[config.mk]
export PLATFORM = sky130hd
export DESIGN_NAME = imem_uart_loader
export DESIGN_NICKNAME = d
export VERILOG_FILES = /design/src/rtl/imem_uart_loader_pkg.sv /design/src/rtl/imem_uart_loader_uart_rx.sv /design/src/rtl/imem_uart_loader.sv
export SDC_FILE = /design/constraint.sdc
export NUM_CORES = 1
export LEC_CHECK = 0
export CAP_MARGIN = 30
export CORE_MARGIN = 8
export CORE_UTILIZATION = 61
export DETAILED_ROUTE_END_ITERATION = 7
export PLACE_DENSITY_LB_ADDON = 0.25
export SYNTH_ARGS = -nofsm -noshare
export SYNTH_HDL_FRONTEND = slang
export SYNTH_SLANG_ARGS = --single-unit
[constraint.sdc]
create_clock -name clk -period 3.3 [get_ports clk]
set_input_delay 0.66 -clock clk [delete_from_list [all_inputs] [get_ports clk]]
set_output_delay 0.66 -clock clk [all_outputs]
set_load 0.005 [all_outputs]
[src/rtl/imem_uart_loader_pkg.sv]
// Shared constants and encodings for the UART instruction-memory boot loader.
package imem_uart_loader_pkg;

  localparam logic [7:0] SYNC_BYTE = 8'hA5;

  typedef enum logic [2:0] {
    S_WAIT_SYNC, S_CNT_LO, S_CNT_HI, S_DATA_LO, S_DATA_HI, S_CHECK, S_DONE, S_ERR
  } ld_state_t;

  typedef enum logic [1:0] {RX_IDLE, RX_START, RX_DATA, RX_STOP} rx_state_t;

  function automatic int clks_per_bit(input int clk_hz, input int baud);
    return clk_hz / baud;
  endfunction

endpackage

[src/rtl/imem_uart_loader_uart_rx.sv]
// 8N1 UART receiver: 2-flop synchronizer, mid-bit sampling, stop-bit check.
module imem_uart_loader_uart_rx
  import imem_uart_loader_pkg::*;
#(
  parameter int CLKS_PER_BIT = 16
) (
  input  logic       clk,
  input  logic       rst,
  input  logic       rx,
  output logic [7:0] data,
  output logic       byte_valid,
  output logic       frame_err
);

  localparam int CW = $clog2(CLKS_PER_BIT) + 1;
  localparam logic [CW-1:0] HALF = CW'(CLKS_PER_BIT / 2 - 1);
  localparam logic [CW-1:0] FULL = CW'(CLKS_PER_BIT - 1);

  rx_state_t     st_q, st_d;
  logic          meta_q, sync_q, prev_q;
  logic [CW-1:0] cnt_q, cnt_d;
  logic [2:0]    bit_q, bit_d;
  logic [7:0]    shift_q, shift_d, data_q, data_d;
  logic          bv_q, bv_d, fe_q, fe_d;

  always_comb begin
    st_d    = st_q;
    cnt_d   = cnt_q;
    bit_d   = bit_q;
    shift_d = shift_q;
    data_d  = data_q;
    bv_d    = 1'b0;
    fe_d    = 1'b0;
    case (st_q)
      RX_IDLE:
        if (prev_q && !sync_q) begin
          st_d  = RX_START;
          cnt_d = '0;
        end
      // A glitch shorter than half a bit falls back to idle here.
      RX_START:
        if (cnt_q == HALF) begin
          cnt_d = '0;
          bit_d = '0;
          st_d  = sync_q ? RX_IDLE : RX_DATA;
        end else cnt_d = cnt_q + 1'b1;
      RX_DATA:
        if (cnt_q == FULL) begin
          cnt_d   = '0;
          shift_d = {sync_q, shift_q[7:1]};
          bit_d   = bit_q + 3'd1;
          if (bit_q == 3'd7) st_d = RX_STOP;
        end else cnt_d = cnt_q + 1'b1;
      RX_STOP:
        if (cnt_q == FULL) begin
          st_d = RX_IDLE;
          if (sync_q) begin
            data_d = shift_q;
            bv_d   = 1'b1;
          end else fe_d = 1'b1;
        end else cnt_d = cnt_q + 1'b1;
      default: st_d = RX_IDLE;
    endcase
  end

  always_ff @(posedge clk) begin
    if (rst) begin
      st_q    <= RX_IDLE;
      meta_q  <= 1'b1;
      sync_q  <= 1'b1;
      prev_q  <= 1'b1;
      cnt_q   <= '0;
      bit_q   <= '0;
      shift_q <= '0;
      data_q  <= '0;
      bv_q    <= 1'b0;
      fe_q    <= 1'b0;
    end else begin
      st_q    <= st_d;
      meta_q  <= rx;
      sync_q  <= meta_q;
      prev_q  <= sync_q;
      cnt_q   <= cnt_d;
      bit_q   <= bit_d;
      shift_q <= shift_d;
      data_q  <= data_d;
      bv_q    <= bv_d;
      fe_q    <= fe_d;
    end
  end

  assign data       = data_q;
  assign byte_valid = bv_q;
  assign frame_err  = fe_q;

endmodule

[src/rtl/imem_uart_loader.sv]
// Framed serial boot loader: writes a checksummed image into i_ram, holds the CPU until verified.
module imem_uart_loader
  import imem_uart_loader_pkg::*;
#(
  parameter int CLK_HZ      = 16_000_000,
  parameter int BAUD        = 1_000_000,
  parameter int ADDR_W      = 12,
  parameter int TIMEOUT_CYC = 65535
) (
  input  logic              clk,
  input  logic              rst,
  input  logic              rx,
  output logic [ADDR_W-1:0] w_addr,
  output logic [15:0]       din,
  output logic              w_en,
  output logic              cpu_hold,
  output logic              done,
  output logic              error
);

  localparam int TW = $clog2(TIMEOUT_CYC + 2);
  localparam logic [16:0] MAX_WORDS = 17'(2 ** ADDR_W);

  logic [7:0] rd;
  logic       bv, fe;

  imem_uart_loader_uart_rx #(.CLKS_PER_BIT(clks_per_bit(CLK_HZ, BAUD))) u_rx (
    .clk(clk), .rst(rst), .rx(rx), .data(rd), .byte_valid(bv), .frame_err(fe)
  );

  ld_state_t         st_q, st_d;
  logic [7:0]        sum_q, sum_d, lo_q, lo_d;
  logic [15:0]       n_q, n_d, n_rx;
  logic [ADDR_W:0]   words_q, words_d, words_inc;
  logic [TW-1:0]     idle_q, idle_d;
  logic [ADDR_W-1:0] w_addr_q, w_addr_d;
  logic [15:0]       din_q, din_d;
  logic              w_en_q, w_en_d, hold_q, hold_d, done_q, done_d, err_q, err_d;
  logic              in_frame;

  assign n_rx      = {rd, n_q[7:0]};
  assign words_inc = words_q + 1'b1;
  assign in_frame  = st_q inside {S_CNT_LO, S_CNT_HI, S_DATA_LO, S_DATA_HI, S_CHECK};

  always_comb begin
    st_d     = st_q;
    sum_d    = sum_q;
    lo_d     = lo_q;
    n_d      = n_q;
    words_d  = words_q;
    w_addr_d = w_addr_q;
    din_d    = din_q;
    w_en_d   = 1'b0;
    hold_d   = hold_q;
    done_d   = done_q;
    err_d    = err_q;
    idle_d   = (bv || !in_frame) ? '0 : idle_q + 1'b1;
    if (w_en_q && w_addr_q != '1) w_addr_d = w_addr_q + 1'b1;
    case (st_q)
      S_WAIT_SYNC, S_DONE, S_ERR:
        if (bv && rd == SYNC_BYTE) begin
          st_d    = S_CNT_LO;
          hold_d  = 1'b1;
          done_d  = 1'b0;
          err_d   = 1'b0;
          sum_d   = '0;
          words_d = '0;
        end
      S_CNT_LO:
        if (bv) begin
          n_d[7:0] = rd;
          sum_d    = sum_q + rd;
          st_d     = S_CNT_HI;
        end
      S_CNT_HI:
        if (bv) begin
          n_d   = n_rx;
          sum_d = sum_q + rd;
          if (n_rx == 16'd0) st_d = S_CHECK;
          else if (17'(n_rx) > MAX_WORDS) st_d = S_ERR;
          else begin
            w_addr_d = '0;
            st_d     = S_DATA_LO;
          end
        end
      S_DATA_LO:
        if (bv) begin
          lo_d  = rd;
          sum_d = sum_q + rd;
          st_d  = S_DATA_HI;
        end
      S_DATA_HI:
        if (bv) begin
          din_d   = {rd, lo_q};
          w_en_d  = 1'b1;
          sum_d   = sum_q + rd;
          words_d = words_inc;
          st_d    = (17'(words_inc) == {1'b0, n_q}) ? S_CHECK : S_DATA_LO;
        end
      S_CHECK:
        if (bv) st_d = (rd == sum_q) ? S_DONE : S_ERR;
      default: st_d = S_WAIT_SYNC;
    endcase
    // Line faults and stalls abort the frame; words already written are left in place.
    if (in_frame && (fe || (!bv && idle_q == TW'(TIMEOUT_CYC + 1)))) st_d = S_ERR;
    if (st_d == S_DONE) begin
      hold_d = 1'b0;
      done_d = 1'b1;
    end
    if (st_d == S_ERR) begin
      hold_d = 1'b1;
      err_d  = 1'b1;
      done_d = 1'b0;
    end
  end

  always_ff @(posedge clk) begin
    if (rst) begin
      st_q     <= S_WAIT_SYNC;
      sum_q    <= '0;
      lo_q     <= '0;
      n_q      <= '0;
      words_q  <= '0;
      idle_q   <= '0;
      w_addr_q <= '0;
      din_q    <= '0;
      w_en_q   <= 1'b0;
      hold_q   <= 1'b1;
      done_q   <= 1'b0;
      err_q    <= 1'b0;
    end else begin
      st_q     <= st_d;
      sum_q    <= sum_d;
      lo_q     <= lo_d;
      n_q      <= n_d;
      words_q  <= words_d;
      idle_q   <= idle_d;
      w_addr_q <= w_addr_d;
      din_q    <= din_d;
      w_en_q   <= w_en_d;
      hold_q   <= hold_d;
      done_q   <= done_d;
      err_q    <= err_d;
    end
  end

  assign w_addr   = w_addr_q;
  assign din      = din_q;
  assign w_en     = w_en_q;
  assign cpu_hold = hold_q;
  assign done     = done_q;
  assign error    = err_q;

endmodule

==> results of run 1 <==
==> sequential cells by signal (all words and copies together) (netlist names), 8 cells and up, named ones only <==
register and flops:
din 16, idle_q 17, lo_q 8, n_q 16
sum_q 8, u_rx.data 8, u_rx.shift_q 8, w_addr 12
words_q 13
==> layout make-up <==
class,count,area (um^2)
Clock buffer,17,414
Clock inverter,14,190
Fill cell,728,2720
Inverter,16,60.1
Multi-Input combinational cell,570,3230
Sequential cell,128,2560
Tap cell,133,166
Timing Repair Buffer,39,385
==> power groups by stage <==
| stage | registers (mW) | clock network, mW | logic, mW |
|---|---|---|---|
| detailed placement | 1.59 | 0 | 0.0685 |
| floorplan | 1.59 | 0 | 0.0554 |
| CTS | 1.56 | 1.93 | 0.0693 |
| global placement | 1.59 | 0 | 0.0666 |
| finish | 1.56 | 1.91 | 0.0700 |
| global route | 1.56 | 2.01 | 0.0795 |
==> logic make-up (layout without fill, tap and decap cells) <==
logic type | count (synthesis) | count (layout) | synth area share [%]
mux | 6 | 6 | 1.23
simple gates | 343 | 343 | 26.1
flops | 128 | 128 | 42.1
compound gates | 147 | 147 | 13.8
fa+ha+maj | 21 | 21 | 4.44
buf+inv | 53 | 86 | 4.71
xor+xnor | 53 | 53 | 7.63
==> worst max-delay path, stage by stage, from the launching register on <==
cell,delay [ns]
dfxtp_1,0.61
or4b_4,0.53
nor4_4,0.42
o21ai_0,0.17
a211oi_1,0.46
o21ai_0,0.25
a2bb2oi_1,0.18
==> cells in the final DEF (no fill, tap or decap), drive strengths merged, types with 3 or more instances in the layout <==
cell,n
buf,6
mux2i,4
o21bai,3
ha,20
clkdlybuf4s50,33
bufinv,4
dfxtp,128
nor2,77
o21ai,17
xor2,28
nor2b,3
a221oi,3
a21oi,99
inv,17
clkinv,7
nor3,19
nand3,38
xnor2,25
nand2b,5
clkbuf,17
a21o,4
or3,6
and2,6
nand2,142
a211oi,3
or2,5
and3,11
and4,5
nor3b,3
nor4,9
nand4,5
nand3b,3
==> final timing paths <==
| path | slack (ns) | cells past startpoint | to | startpoint |
|---|---|---|---|---|
| worst max-delay path | 0.56 | 6 | cpu_hold$_SDFFE_PP1P_ | u_rx.byte_valid$_SDFF_PP0_ |
| worst min-delay path | 0.41 | 1 | u_rx.sync_q$_SDFF_PP1_ | u_rx.meta_q$_SDFF_PP1_ |
| worst max register to register | 0.56 | 6 | cpu_hold$_SDFFE_PP1P_ | u_rx.byte_valid$_SDFF_PP0_ |
| worst min register to register | 0.41 | 1 | u_rx.sync_q$_SDFF_PP1_ | u_rx.meta_q$_SDFF_PP1_ |
==> per-stage QoR <==
| step | std cells | utilization (%) | power [mW] | worst slack, ns | area, um^2 |
|---|---|---|---|---|---|
| finish | 917 | 72.1 | 3.54 | 0.562 | 7010 |
| global route | 917 | 72.1 | 3.64 | 0.470 | 7010 |
| CTS | 917 | 72.1 | 3.56 | 0.635 | 7010 |
| detailed placement | 886 | 65.9 | 1.66 | 0.699 | 6410 |
| global placement | 885 | 65.8 | 1.66 | 0.758 | 6400 |
| floorplan | 751 | - | 1.64 | 1.06 | 6080 |
==> metal layers <==
| layer | up-vias | part of all wire, % | wire length (um) |
|---|---|---|---|
| li1 | 2620 | - | - |
| met1 | 2510 | 45 | 5980 |
| met2 | 126 | 49 | 6560 |
| met3 | 27 | 4.3 | 579 |
| met4 | 0 | 1.9 | 250 |
| met5 | - | 0 | 0 |
==> results.json, run 1 <==
{
  "rsz0062_at_grt": "no",
  "die-area_um2": 13400,
  "p_seq_share_pct": 43.9,
  "vias": 5283,
  "gp_congestion": 0.835,
  "cts.sinks": 128,
  "initialDrtViolationCount": 479,
  "cp.required_ns": 3.71,
  "synth-edff-count": 0,
  "die_y_um": 116,
  "nNetsFinal": 796,
  "fin_crit_ns": 2.74,
  "cap_viol_max_count": 0,
  "status": "complete, no violations",
  "vias_per_cell": 5.76,
  "syn_area_um2": 6080,
  "leakagePower_nw": 2.51,
  "gr-usage-met2_pct": 35.8,
  "cts_tree": "built",
  "drc": 0,
  "grt.total_usage_pct": 20.9,
  "intPower_mw": 2.79,
  "h-tree-depth": 4,
  "area_delta_synth_final_pct": 15.3,
  "worst_hold_slack_ns": 0.408,
  "grt_pass1_wl_mm": 22.7,
  "relSlewSlack_pct": 35.9,
  "power.switching_mw": 0.749,
  "hp-class": "flip-flop to flip-flop",
  "switching_share_pct": 21.2,
  "synth_top_area_share_pct": 42.1,
  "cp_data_arrival_time_ns": 3.14,
  "clock-root-buffer": "clkbuf_8",
  "tightest_slew_ns": 0.960,
  "cts_setup_buffers": 0,
  "wl_per_cell_um": 14.6,
  "fin_crit_sh_pct": 83.0,
  "cts.clk_slew.worst_paths_ns": 0.06,
  "grt-ovfl-total": 0,
  "grt_antenna_before_repair": 0,
  "wirelength_mm": 13.4,
  "yosys_warnings": 0,
  "power.density_nw_per_um2": 505,
  "busiest_layer": "met2",
  "criticalPathCategory": "flip-flop to flip-flop",
  "finalSetupTns_ns": 0,
  "clk_latency_ns": 0.53,
  "clkPwrFrac_pct": 54.1,
  "cts_buffers": 17,
  "cp-end-kind": "flip-flop",
  "critPathLaunchType": "flip-flop",
  "avgSynthCellArea_um2": 8.10,
  "synth_area_leader_cell": "dfxtp_1",
  "ios": 35,
  "core-area_um2": 9730,
  "grt_max_degree": 75,
  "start_util_pct": 62.5,
  "synthArstFlopShare_pct": 0,
  "hold_buffers": 0,
  "antenna_left": 0,
  "diodes": 0,
  "synth_commonest_cells": "nand2_1 (142), dfxtp_1 (128), a21oi_1 (98), nor2_1 (76), nand3_1 (38)",
  "slew_viol_final": 0,
  "grt.met1_usage_pct": 24.3,
  "dr.pass1.iters": 5,
  "grt_pass1_vias": 5014,
  "synth_top_cells_by_area": "dfxtp_1 (42%), nand2_1 (8.8%), a21oi_1 (8.1%)",
  "ys.flop_type": "dfxtp_1",
  "dp_hpwl_mm": 8.96,
  "die-width_um": 116,
  "use_met3_pct": 5.32,
  "worstPathMaxFanout": 15,
  "synthDistinctLibCells": 54,
  "ctsResizeCount": 0,
  "comb_power_share_pct": 2.0,
  "layout-drive-gt1-share_pct": 6.63,
  "syn_nets": 775,
  "rows": 36,
  "clock-skew-final_ns": 0.00869,
  "clk_path_buf_depth": 2,
  "synthCells": 751,
  "ys_seq_area_share_pct": 42.1,
  "synth_seq_cells": 128,
  "vdd_drop_max_uv": 407,
  "port_buffers": 34,
  "setup_viol": 0,
  "fmax_ghz": 0.365,
  "final-hold-violation-count": 0,
  "synth.most_common_cell": "nand2_1"
}
No activity file was read; power rests on OpenSTA's default activity.
==> inputs of run 2 (changes only) <==
- CORE_UTILIZATION: 61 -> 60
- clock period: 3.3 -> 2.7 ns (I/O delays scaled with it)
==> results.json, run 2 (synthesized netlist as in run 1, its figures left out) <==
{
  "wirelength_mm": 13.9,
  "grt_pass1_vias": 5000,
  "gp_congestion": 0.876,
  "cts.clk_slew.worst_paths_ns": 0.06,
  "final_cell_mix": "nand2_1 (142), dfxtp_1 (127), a21oi_1 (98)",
  "fin_crit_ns": 2.51,
  "diodes": 0,
  "die-area_um2": 13600,
  "cp_top_family": "simple AND/OR/NAND/NOR gates",
  "vias_per_cell": 5.78,
  "crit_path_top_delay_cell": "or4b_4",
  "cts_tree": "built",
  "worst_hold_slack_ns": 0.423,
  "finalSetupTns_ns": 0,
  "grt-ovfl-total": 0,
  "cap_viol_max_count": 0,
  "layout_commonest_cell": "nand2_1",
  "fill_cells": 804,
  "cts_buffers": 17,
  "die_y_um": 117,
  "grt.total_usage_pct": 21.0,
  "vias": 5343,
  "wl_met1_mm": 6.01,
  "top_layer": "met4",
  "clk_path_buf_depth": 2,
  "wl_met2_mm": 6.80,
  "relSlewSlack_pct": 48.2,
  "r2r_end": "sum_q[7]$_SDFFE_PP0P_",
  "path_cells": "or4b_4 -> nor4_4 -> mux2i_1 -> mux2i_4 -> nand3b_1 -> mux2_2 -> a21oi_2",
  "clk_latency_ns": 0.53,
  "cts.sinks": 128,
  "place_inst": 893,
  "rr_worst_depth": 7,
  "leakagePower_nw": 2.55,
  "ios": 35,
  "cp_data_arrival_time_ns": 2.97,
  "slew_viol_final": 0,
  "cts_setup_buffers": 0,
  "cp-end-kind": "flip-flop",
  "regMostFlops": "idle_q",
  "final-hold-violation-count": 0,
  "antenna_left": 0,
  "worstHoldStart": "u_rx.meta_q$_SDFF_PP1_",
  "startpoint": "u_rx.data[3]$_SDFFE_PP0P_",
  "cp.required_ns": 3.16,
  "h-tree-depth": 4,
  "hp-class": "flip-flop to flip-flop",
  "hold_path_depth": 1,
  "vdd_drop_max_uv": 402,
  "clock-root-buffer": "clkbuf_8",
  "crit_buf_inv": 0,
  "ff2ff_setup_slack_ns": 0.19,
  "status": "complete, no violations",
  "drc": 0,
  "rsz0062_at_grt": "no",
  "largest_register_ffs": 17,
  "layout-drive-gt1-share_pct": 7.70,
  "core-area_um2": 9820,
  "grt_pass1_wl_mm": 23.0,
  "power.density_nw_per_um2": 607,
  "critPathLaunchType": "flip-flop",
  "criticalPathCategory": "flip-flop to flip-flop",
  "fmax_ghz": 0.398,
  "worstPathMaxFanout": 8,
  "setup_viol": 0,
  "fin_crit_sh_pct": 93.0,
  "grt_max_degree": 71,
  "min_to": "u_rx.sync_q$_SDFF_PP1_",
  "area_delta_synth_final_pct": 16.1,
  "ctsResizeCount": 0,
  "crit_path_max_incr_delay_ns": 0.58,
  "nNetsFinal": 803,
  "start_util_pct": 61.9,
  "dp_hpwl_mm": 9.44,
  "dr.pass1.iters": 5,
  "rows": 36,
  "fin_util_pct": 71.9,
  "clock-skew-final_ns": 0.0117,
  "hold_buffers": 0,
  "wl_per_cell_um": 15.0,
  "layout.cells.non_filler": 925,
  "timing.rr.start": "u_rx.data[3]$_SDFFE_PP0P_",
  "grt_antenna_before_repair": 0,
  "route.met3.wl_um": 741,
  "tightest_slew_ns": 0.771,
  "die-width_um": 117,
  "port_buffers": 34,
  "initialDrtViolationCount": 359
}
[run 2: cell count changes in the layout (fill, tap and decap cells not counted), sizes merged]
cell / before / now
clkinv: 7 / 2
buf: 6 / 13
bufinv: 4 / 2
inv: 17 / 24
clkbuf: 17 / 18
[run 2: layout make-up]
class                      instances  area (um^2)  share of cell area [%]
multi-input combinational        570         3230                    45.8
sequential                       128         2560                    36.3
timing repair buffer              46          438                    6.20
clock buffer                      18          428                    6.06
clock inverter                    14          173                    2.45
tap                              133          166                    2.36
inverter                          16         60.1                   0.850
[run 2: how the worst max path moves through the flow]
stage	to	slack, ns	depth (start not counted)
4_1_cts	sum_q[7]$_SDFFE_PP0P_	0.12	8
2_1_floorplan	sum_q[7]$_SDFFE_PP0P_	0.46	8
5_1_grt	cpu_hold$_SDFFE_PP1P_	0.03	6
3_3_place_gp	words_q[3]$_SDFFE_PP0P_	0.31	6
6_report	sum_q[7]$_SDFFE_PP0P_	0.19	7
3_5_place_dp	sum_q[7]$_SDFFE_PP0P_	0.17	8
[run 2: through the flow]
| stage | total power, mW | worst slack, ns | cell area (um^2) |
|---|---|---|---|
| finish | 4.29 | 0.189 | 7060 |
| CTS | 4.31 | 0.115 | 7060 |
| floorplan | 2.01 | 0.455 | 6080 |
| global placement | 2.02 | 0.309 | 6450 |
| detailed placement | 2.03 | 0.173 | 6460 |
| global route | 4.42 | 0.0346 | 7060 |
[run 2: power by group]
group	switching, mW	internal (mW)	total [mW]	leakage [nW]
Clock	0.923	1.38	2.30	0.291
Sequential	0.00671	1.89	1.90	1.03
Combinational	0.0609	0.0253	0.0862	1.23
[run 2: per-layer routing]
metal / global-route usage (%) / vias up
met2: 34.9 / 150
met3: 4.60 / 32
met4: 10.7 / 0
met5: 0 / -
li1: - / 2623
met1: 25.1 / 2538
==> inputs of run 3 (changes only) <==
- HOLD_SLACK_MARGIN: default -> 0.02
- PLACE_DENSITY: default -> 0.85
- PLACE_DENSITY_LB_ADDON: 0.25 -> default
==> results.json, run 3 (synthesized netlist as in run 1, its figures left out) <==
{
  "fmax_ghz": 0.397,
  "area_delta_synth_final_pct": 15.7,
  "critPathLaunchType": "flip-flop",
  "tightest_slew_ns": 0.904,
  "die-area_um2": 13600,
  "start_util_pct": 61.9,
  "setup_viol": 0,
  "rows": 36,
  "wirelength_mm": 14.2,
  "multi_input_area_um2": 3240,
  "clk_path_buf_depth": 2,
  "antenna_left": 0,
  "power.density_nw_per_um2": 603,
  "path_cells": "or4b_4 -> nor4_4 -> inv_1 -> a221oi_1 -> o221a_2 -> o21ai_0 -> a2bb2oi_1",
  "die_y_um": 117,
  "hp-class": "input port to flip-flop",
  "wl_per_cell_um": 15.4,
  "ctsResizeCount": 0,
  "dp_hpwl_mm": 9.54,
  "crit_path_max_incr_delay_ns": 0.58,
  "drc": 0,
  "initialDrtViolationCount": 385,
  "diodes": 0,
  "relSlewSlack_pct": 39.6,
  "fill_cells": 770,
  "fin_crit_sh_pct": 93.3,
  "clock-skew-final_ns": 0.00982,
  "fin_crit_ns": 2.52,
  "worst_slack_ns": 0.182,
  "leakagePower_nw": 2.53,
  "grt_max_degree": 44,
  "die-width_um": 117,
  "worstPathMaxFanout": 8,
  "cts.clk_slew.worst_paths_ns": 0.06,
  "hold_buffers": 0,
  "startpoint": "u_rx.data[3]$_SDFFE_PP0P_",
  "layout-drive-gt1-share_pct": 7.59,
  "final-hold-violation-count": 0,
  "timing.rr.start": "u_rx.data[3]$_SDFFE_PP0P_",
  "cap_viol_max_count": 0,
  "totalPowerFinal_mw": 4.24,
  "rsz0062_at_grt": "no",
  "cts.sinks": 128,
  "status": "complete, no violations",
  "clk_latency_ns": 0.53,
  "gp_congestion": 0.907,
  "cp-end-kind": "flip-flop",
  "criticalPathCategory": "flip-flop to flip-flop",
  "ios": 35,
  "cts_setup_buffers": 0,
  "regArea_um2": 2560,
  "clock-root-buffer": "clkbuf_8",
  "grt.total_usage_pct": 21.5,
  "crit_path_top_delay_cell": "or4b_4",
  "cts_tree": "built",
  "slew_viol_final": 0,
  "vias": 5402,
  "layout_commonest_cell": "nand2_1",
  "grt_pass1_vias": 5191,
  "vdd_drop_max_uv": 549,
  "worstHoldStart": "rst",
  "vias_per_cell": 5.85,
  "port_buffers": 34,
  "cp.required_ns": 3.11,
  "regMostFlops": "idle_q",
  "cts_buffers": 17,
  "dp_worst_setup_slack_ns": 0.220,
  "nNetsFinal": 803,
  "grt-ovfl-total": 0,
  "h-tree-depth": 4,
  "grt_pass1_wl_mm": 23.5,
  "core-area_um2": 9820,
  "final_cell_mix": "nand2_1 (142), dfxtp_1 (128), a21oi_1 (98)",
  "cp_data_arrival_time_ns": 2.92,
  "grt_antenna_before_repair": 0,
  "largest_register_ffs": 17,
  "dr.pass1.iters": 5,
  "finalSetupTns_ns": 0
}
==> run 3: changes by cell type in the layout (fill, tap and decap cells not counted), sizes merged <==
cell / delta
clkinv: +5
inv: -7
clkinvlp: +1
bufinv: +1
clkbuf: -1
==> run 3: final timing paths <==
check                           slack [ns]                     end  cells past startpoint
worst max-delay path                  0.18   cpu_hold$_SDFFE_PP1P_                      7
worst min-delay path                  0.29      st_q[0]$_SDFF_PP0_                      2
worst max register to register        0.18   cpu_hold$_SDFFE_PP1P_                      7
worst min register to register        0.43  u_rx.sync_q$_SDFF_PP1_                      1
==> run 3: worst max-delay path: cells and delay by family, from the launching register on <==
| family | cells | cell delay (ns) |
|---|---|---|
| and+or+nand+nor | 2 | 1.00 |
| DFF | 1 | 0.40 |
| buffers and inverters | 1 | 0.13 |
| AOI/OAI and AO/OA | 4 | 0.87 |
==> run 3: metal layers <==
metal	part of all wire (%)	GRT usage, %
met1	42	24.2
met2	49	36.8
met3	6.1	5.64
met4	2.7	10.8
met5	0	0
==> run 3: final cells by class <==
class | instances | share of cell area (%)
Multi-Input combinational cell | 570 | 46.0
Clock buffer | 17 | 5.89
Clock inverter | 14 | 2.38
Sequential cell | 128 | 36.4
Inverter | 16 | 0.854
Tap cell | 133 | 2.37
Timing Repair Buffer | 46 | 6.05
==> run 3: where the power goes <==
part / internal, mW / switching [mW]
sequential: 1.89 / 0.00688
clock: 1.40 / 0.855
combinational: 0.0246 / 0.0625
total: 3.32 / 0.924
==> run 3: through the flow <==
step,util [%],hold slack [ns],cells,area [um^2]
after floorplan,-,0.389,751,6080
after global placement,65.7,0.395,893,6450
after detailed placement,65.7,0.399,893,6450
after CTS,71.6,0.279,924,7030
after global routing,71.6,0.301,924,7030
final,71.6,0.292,924,7030
